[src/rtl/branch_gshare_pkg.sv]
// Shared constants and helpers for the gshare branch predictor:
// branch opcodes, counter reset value and saturating arithmetic.
package branch_gshare_pkg;

  localparam logic [5:0]  OP_BEQ    = 6'b000100;
  localparam logic [5:0]  OP_BNE    = 6'b000101;
  localparam int unsigned CTR_MAX_W = 4;

  function automatic logic is_branch(input logic [31:0] insn);
    return (insn[31:26] == OP_BEQ) || (insn[31:26] == OP_BNE);
  endfunction

  // Weakly not-taken: MSB clear, all lower bits set.
  function automatic logic [CTR_MAX_W-1:0] ctr_reset_val(input int unsigned w);
    int unsigned v;
    v = (32'd1 << (w - 32'd1)) - 32'd1;
    return CTR_MAX_W'(v);
  endfunction

  function automatic logic [CTR_MAX_W-1:0] sat_inc(input logic [CTR_MAX_W-1:0] v,
                                                   input int unsigned w);
    int unsigned mx;
    mx = (32'd1 << w) - 32'd1;
    return (v == CTR_MAX_W'(mx)) ? v : v + CTR_MAX_W'(1);
  endfunction

  function automatic logic [CTR_MAX_W-1:0] sat_dec(input logic [CTR_MAX_W-1:0] v);
    return (v == '0) ? v : v - CTR_MAX_W'(1);
  endfunction

  function automatic logic [31:0] sat_inc32(input logic [31:0] v);
    return (v == '1) ? v : v + 32'd1;
  endfunction

endpackage

[src/rtl/branch_gshare_sat_counter_array.sv]
// Pattern history table: array of saturating counters with one
// combinational read port and one increment/decrement write port.
module sat_counter_array
  import branch_gshare_pkg::*;
#(
  parameter int unsigned DEPTH_W = 8,
  parameter int unsigned WIDTH   = 2
) (
  input  logic               clk,
  input  logic               rst,
  input  logic [DEPTH_W-1:0] rd_idx,
  output logic [WIDTH-1:0]   rd_ctr,
  input  logic               wr_en,
  input  logic [DEPTH_W-1:0] wr_idx,
  input  logic               wr_up
);

  localparam int unsigned DEPTH = 32'd1 << DEPTH_W;

  logic [WIDTH-1:0]     mem [DEPTH];
  logic [CTR_MAX_W-1:0] cur_wide;
  logic [WIDTH-1:0]     nxt;

  // Read sees the pre-update value when read and write hit the same entry.
  assign rd_ctr   = mem[rd_idx];
  assign cur_wide = CTR_MAX_W'(mem[wr_idx]);

  always_comb begin
    nxt = mem[wr_idx];
    if (wr_up) nxt = WIDTH'(sat_inc(cur_wide, WIDTH));
    else       nxt = WIDTH'(sat_dec(cur_wide));
  end

  always_ff @(posedge clk or posedge rst) begin
    if (rst) begin
      for (int unsigned i = 0; i < DEPTH; i++) mem[i] <= WIDTH'(ctr_reset_val(WIDTH));
    end else if (wr_en) begin
      mem[wr_idx] <= nxt;
    end
  end

endmodule

[src/rtl/branch_gshare.sv]
// Gshare direction predictor with saved IF/ID stage and statistics.
// Optional BTB enabled by defining BRANCH_BTB_EN.
module branch_gshare
  import branch_gshare_pkg::*;
#(
  parameter int unsigned IDX_W     = 8,
  parameter int unsigned HIST_W    = 8,
  parameter int unsigned CTR_W     = 2,
  parameter int unsigned BTB_IDX_W = 4
) (
  input  logic        clk,
  input  logic        rst,
  input  logic [31:0] Iadd,
  input  logic [31:0] Idata,
  input  logic [31:0] Badd,
  input  logic [31:0] Bdata,
  input  logic        result,
  input  logic        if_id_write,
  input  logic        flush,
  output logic        predict,
  output logic [31:0] predict_target,
  output logic        btb_hit,
  output logic        mispredict,
  output logic [31:0] br_count,
  output logic [31:0] mp_count
);

  logic [HIST_W-1:0] ghr;
  logic [HIST_W-1:0] ghr_next;
  logic [IDX_W-1:0]  lookup_idx;
  logic [IDX_W-1:0]  s_idx;
  logic [CTR_W-1:0]  rd_ctr;
  logic              s_pred;
  logic              s_br;
  logic              fetch_br;
  logic              dir_pred;
  logic              resolve;

  assign fetch_br   = is_branch(Idata);
  assign lookup_idx = Iadd[IDX_W+1:2] ^ IDX_W'(ghr);
  assign dir_pred   = fetch_br & rd_ctr[CTR_W-1];
  // Flush wins over a coincident resolve.
  assign resolve    = s_br & is_branch(Bdata) & if_id_write & ~flush;

  generate
    if (HIST_W == 1) begin : g_hist1
      assign ghr_next = result;
    end else begin : g_histn
      assign ghr_next = {ghr[HIST_W-2:0], result};
    end
  endgenerate

  sat_counter_array #(
    .DEPTH_W (IDX_W),
    .WIDTH   (CTR_W)
  ) u_pht (
    .clk    (clk),
    .rst    (rst),
    .rd_idx (lookup_idx),
    .rd_ctr (rd_ctr),
    .wr_en  (resolve),
    .wr_idx (s_idx),
    .wr_up  (result)
  );

  always_ff @(posedge clk or posedge rst) begin
    if (rst) begin
      ghr        <= '0;
      s_idx      <= '0;
      s_pred     <= 1'b0;
      s_br       <= 1'b0;
      br_count   <= '0;
      mp_count   <= '0;
      mispredict <= 1'b0;
    end else begin
      mispredict <= resolve & (s_pred != result);
      if (resolve) begin
        ghr      <= ghr_next;
        br_count <= sat_inc32(br_count);
        if (s_pred != result) mp_count <= sat_inc32(mp_count);
      end
      if (flush) begin
        s_br <= 1'b0;
      end else if (if_id_write) begin
        s_idx  <= lookup_idx;
        s_pred <= predict;
        s_br   <= fetch_br;
      end
    end
  end

`ifdef BRANCH_BTB_EN
  localparam int unsigned BTB_DEPTH = 32'd1 << BTB_IDX_W;
  localparam int unsigned TAG_W     = 30 - BTB_IDX_W;

  logic                 btb_valid [BTB_DEPTH];
  logic [TAG_W-1:0]     btb_tag   [BTB_DEPTH];
  logic [31:0]          btb_tgt   [BTB_DEPTH];
  logic [BTB_IDX_W-1:0] rd_bi;
  logic [BTB_IDX_W-1:0] wr_bi;
  logic [31:0]          branch_target;
  logic                 btb_wr;
  logic                 unused_sink;

  assign rd_bi          = Iadd[BTB_IDX_W+1:2];
  assign wr_bi          = Badd[BTB_IDX_W+1:2];
  assign branch_target  = Badd + 32'd4 + {{14{Bdata[15]}}, Bdata[15:0], 2'b00};
  assign btb_wr         = resolve & result;
  assign btb_hit        = btb_valid[rd_bi] && (btb_tag[rd_bi] == Iadd[31:BTB_IDX_W+2]);
  assign predict_target = btb_hit ? btb_tgt[rd_bi] : Iadd + 32'd4;
  assign predict        = dir_pred & btb_hit;
  assign unused_sink    = ^{Idata[25:0], Bdata[25:16], rd_ctr[CTR_W-2:0]};

  always_ff @(posedge clk or posedge rst) begin
    if (rst) begin
      for (int unsigned i = 0; i < BTB_DEPTH; i++) btb_valid[i] <= 1'b0;
    end else if (btb_wr) begin
      btb_valid[wr_bi] <= 1'b1;
    end
  end

  // Tag and target need no reset: they are qualified by the valid bit.
  always_ff @(posedge clk) begin
    if (btb_wr && !rst) begin
      btb_tag[wr_bi] <= Badd[31:BTB_IDX_W+2];
      btb_tgt[wr_bi] <= branch_target;
    end
  end
`else
  logic unused_sink;

  assign btb_hit        = 1'b0;
  assign predict_target = Iadd + 32'd4;
  assign predict        = dir_pred;
  assign unused_sink    = ^{Badd, Idata[25:0], Bdata[25:0], rd_ctr[CTR_W-2:0], 32'(BTB_IDX_W)};
`endif

endmodule

[config.mk]
export PLATFORM = sky130hd
export DESIGN_NAME = branch_gshare
export DESIGN_NICKNAME = d
export VERILOG_FILES = /design/src/rtl/branch_gshare_pkg.sv /design/src/rtl/branch_gshare_sat_counter_array.sv /design/src/rtl/branch_gshare.sv
export SDC_FILE = /design/constraint.sdc
export NUM_CORES = 2
export LEC_CHECK = 0
export ABC_CLOCK_PERIOD_IN_PS = 14800
export CELL_PAD_IN_SITES_DETAIL_PLACEMENT = 1
export CELL_PAD_IN_SITES_GLOBAL_PLACEMENT = 1
export CORE_MARGIN = 10
export CORE_UTILIZATION = 38
export CTS_CLUSTER_SIZE = 10
export DETAILED_ROUTE_END_ITERATION = 10
export PLACE_DENSITY = 0.78
export SYNTH_ARGS = -nofsm -noshare
export SYNTH_HDL_FRONTEND = slang
export SYNTH_HIERARCHICAL = 1
export SYNTH_SLANG_ARGS = --single-unit
[constraint.sdc]
create_clock -name clk -period 14.8 [get_ports clk]
set_input_delay 1.48 -clock clk [delete_from_list [all_inputs] [get_ports clk]]
set_output_delay 1.48 -clock clk [all_outputs]
set_load 0.05 [all_outputs]
## Word-level counts from Yosys, hierarchy flattened

Cells that the tools add are included.
W data, S select, Z words.

| storage, ports and cells | value |
|---|---|
| bits in registers | 595 |
| bits of input ports | 133 |
| output and inout port bits | 99 |
| word-level logic and storage cells | 312 |

| operators by class | value |
|---|---|
| add/subtract/negate cells | 5 |
| order comparisons | 3 |
| eq/ne operators | 8 |
| mux-type cells | 14 |
| bitwise operators | 11 |
| reductions and logical operators | 8 |

Operator list:

| kind | number |
|---|---|
| $bwmux W512 | 1 |
| $add A32 B1 Y32 const B | 2 |
| $eq A32 B32 Y1 const B | 2 |
| $add A32 B3 Y32 const B | 1 |
| $bmux W2 S8 | 2 |
| $eq A6 B3 Y1 const B | 4 |
| $ge A9 B9 Y1 const B | 2 |
| $not A8 Y9 | 2 |
| $demux W2 S8 | 1 |
| $mux W2 | 8 |
| $lt A9 B1 Y1 const B | 1 |
| $xor A8 B8 Y8 | 1 |
| $and A1 B1 Y1 | 5 |
| $logic_not A4 Y1 | 1 |
| $reduce_and A2 Y1 | 2 |
| $not A1 Y1 | 3 |
| $reduce_and A3 Y1 | 1 |
| $add A2 B1 Y2 const B | 1 |
| $eq A2 B2 Y1 const B | 1 |
| $logic_or A1 B1 Y1 | 2 |
| $mux W1 | 2 |
| $reduce_bool A2 Y1 | 1 |
| $sub A2 B1 Y2 const B | 1 |
| $logic_and A1 B1 Y1 | 1 |
| $ne A1 B1 Y1 | 1 |

## Logic depth before layout (Yosys ltp)

| logic depth | value |
|---|---|
| depth after elaboration | 8 |
| depth in mapped cells | 14 |
| mapped depth without buffers | 10 |

## Cells and area by module

The synthesis kept the hierarchy.

By module, submodules not included:

| module | instances | cells an instance | area each (um^2) | sequential area each (um^2) |
|---|---|---|---|---|
| sat_counter_array | 1 | 2404 | 29189.2 | 13132.6 |
| branch_gshare | 1 | 435 | 4429.2 | 2077.0 |

## Least setup slack after synthesis

Ideal clock, no wire load.

| timing path | value |
|---|---|
| kind | input to output |
| start point | in Iadd[2] |
| end point | out predict |
| data arrival time | 4979 ps |
| data required time | 13320 ps |
| setup slack | 8341 ps |
| stages | 8 |
| buffers on the path | 2 |
| cells stage by stage | xor2_1 -> clkbuf_1 -> buf_1 -> mux4_2 -> mux4_2 -> mux4_2 -> mux4_2 -> and2_1 |

| between the ends | value |
|---|---|
| longest elaborated chain between the ends | 6 |

Ends and longest elaborated chain:

| what | line | source |
|---|---|---|
| start, declared | branch_gshare.sv:13 | `input logic [31:0] Iadd,` |
| $xor A8 B8 Y8 | branch_gshare.sv:40 | `assign lookup_idx = Iadd[IDX_W+1:2] ^ IDX_W'(ghr);` |
| $not A8 Y9 (not written as such) | branch_gshare_sat_counter_array.sv:25 | `assign rd_ctr = mem[rd_idx];` |
| $bmux W2 S8 | branch_gshare_sat_counter_array.sv:25 |  |
| $mux W2 (not written as such) (2 in series) | branch_gshare_sat_counter_array.sv:25 |  |
| net rd_ctr[1] | branch_gshare.sv:32 | `logic [CTR_W-1:0] rd_ctr;` |
| $and A1 B1 Y1 | branch_gshare.sv:41 | `assign dir_pred = fetch_br & rd_ctr[CTR_W-1];` |
| end, declared | branch_gshare.sv:20 | `output logic predict,` |

The timed path passes the listed nets, and every way through them passes these cells. The select of a mux whose other input is x is not followed.

## Final worst setup path

| timing path | value |
|---|---|
| start point | in Iadd[2] |
| end point | out predict |

| between the ends | value |
|---|---|
| longest elaborated chain between the ends | 6 |

Ends and longest elaborated chain:

| what | line | source |
|---|---|---|
| $xor A8 B8 Y8 | branch_gshare.sv:40 |  |
| net lookup_idx[0] | branch_gshare.sv:30 | `logic [IDX_W-1:0] lookup_idx;` |
| $not A8 Y9 (not written as such) | branch_gshare_sat_counter_array.sv:25 |  |
| $bmux W2 S8 | branch_gshare_sat_counter_array.sv:25 |  |
| $mux W2 (not written as such) (2 in series) | branch_gshare_sat_counter_array.sv:25 |  |
| net rd_ctr[1] | branch_gshare.sv:32 |  |
| $and A1 B1 Y1 | branch_gshare.sv:41 |  |

The timed path passes the listed nets, and every way through them passes these cells. The select of a mux whose other input is x is not followed.

==> run metrics <==
initial antenna violation count=0; Cells after Synth=2754; final antenna-violating net count=0; VDD IR max=0.0000666 V; # rows=105; Die W=309 um; Worst-Skew Late Latency=0.63 ns; share of cells above drive strength 1=28.5%; total CTS buffers=70; pre-CTS WS=6.50 ns; Worst Skew=0.0288 ns; total of max-cap violations=0; Inst Count DP=3689; min-delay src=u_pht/mem[454]; crit start category=input pin; GR Util All Layers=20.3%; DRC Markers=0; Worst Hold End=u_pht/mem[454]; Worst-Margin Slew=1.30 ns; Worst Setup SP=Iadd[2]; critical path endpoint category=primary output; vias per std cell=6.47; Finished Layout Cells=3789; first-pass GRT wire length=155000 um; commonest non-fill, non-tap cell in the layout=dfrtp_1; Max-slew headroom=12.9%; Mapped Avg Cell Area=11.5 sq um; post-synthesis instance area=31700 sq um; Final Slew Violations=0; area growth from synthesis to layout=12.2%; achievable frequency=121 MHz; Resized Gates After CTS=0; 1st-iter DRT viols=2351; Critical R2R Launch=s_idx[0]; setup bufs post-CTS=0; status=completed; Final setup viols=0; kind of critical path=input pin to primary output; setup slack after layout=6.52 ns; wire length per cell=26.1 um; Leak=13.2 nW; Syn Nets=2890; TritonCTS clock tree=done; grt ovf=0; Buffers on Ports=140; die area=95400 sq um; Initial Util=38.5%; drt first pass iters=5; vias in the first global route=26300; routed vias=24500; cells on worst reg2reg path=11; R2R Path End=u_pht/mem[237]; Ys Warns=6; routability congestion estimate=0.865; hold path depth=2; Arr. time, crit path=6.80 ns; Worst-path clk slew=0.06 ns; setup slack, reg-to-reg=7.82 ns; Root Driver=clkbuf_16; part of the cycle the worst path needs=56.0%; largest net degree at the start of global routing=213; critical path fanouts, max=36; Final Critical Period=8.28 ns; final hold violation count=0; hpwl dp=58400 um; Die Y=309 um; Post-CTS Hold Fix Bufs=0; Core Region=82400 sq um; Fin Setup TNS=0 ns; Ports=232; RSZ-0062 raised after global routing=false; most frequent cells in the layout=dfrtp_1, a21oi_1, dfstp_2; Antenna Cells=0; nets@finish=2827; pwr dens=101 nW/um^2; final WL=99000 um; Max clock buf depth=3; Hold WC Path Type=flop to flop; worst path required time=13.32 ns; CTS sink count=595; CTS H-Tree Depth=3
## stage by stage
stage | hold slack, ns | util [%] | instance area (sq um) | total power [mW]
global placement | 0.456 | 40.8 | 33600 | 2.05
detailed placement | 0.460 | 40.8 | 33600 | 2.07
finish | 0.469 | 43.2 | 35600 | 3.60
floorplan | 0.442 | - | 31700 | 1.95
CTS | 0.469 | 43.2 | 35600 | 3.63
global route | 0.486 | 43.2 | 35600 | 3.73
## where the power goes
| part | internal [mW] | switching [mW] |
|---|---|---|
| Clock | 0.890 | 0.670 |
| Combinational | 0.0944 | 0.286 |
| Sequential | 1.63 | 0.0270 |
| Total | 2.62 | 0.984 |
## state kept, by name, indices dropped and copies added, names as in the netlist
register / cells
br_count: 32
s_br: 1
s_pred: 1
ghr: 8
mp_count: 32
u_pht/mem: 512
mispredict: 1
s_idx: 8
## layout make-up
class,count,area [sq um]
timing repair buffer,191,1820
tap,1070,1340
clock buffer,94,1910
multi-input combinational,1815,15200
fill,8582,46800
clock inverter,6,45.0
sequential,595,15200
inverter,18,72.6
## routing by layer
layer	share of wire, %	GRT usage, %
met5	0	0
met4	3.1	7.74
met3	7.3	3.29
met2	49	34.2
met1	41	26.1
## critical path, cell delays in order
cell and delay [ns]:
clkdlybuf4s50_1 0.68, xor2_4 0.16, buf_4 0.53, buf_4 0.74, mux4_2 0.60, mux4_2 0.52, mux4_2 0.56, mux4_2 0.53
and2_1 0.20, clkdlybuf4s50_1 0.73
## worst max path at each step
| stage | end | depth (start not counted) | slack [ns] |
|---|---|---|---|
| CTS | predict | 10 | 6.51 |
| detailed placement | predict | 10 | 6.50 |
| global route | predict | 10 | 6.28 |
| floorplan | u_pht/mem[101] | 1 | 6.58 |
| finish | predict | 10 | 6.52 |
| global placement | predict | 10 | 6.49 |
Power figures use the tool's default switching activity.
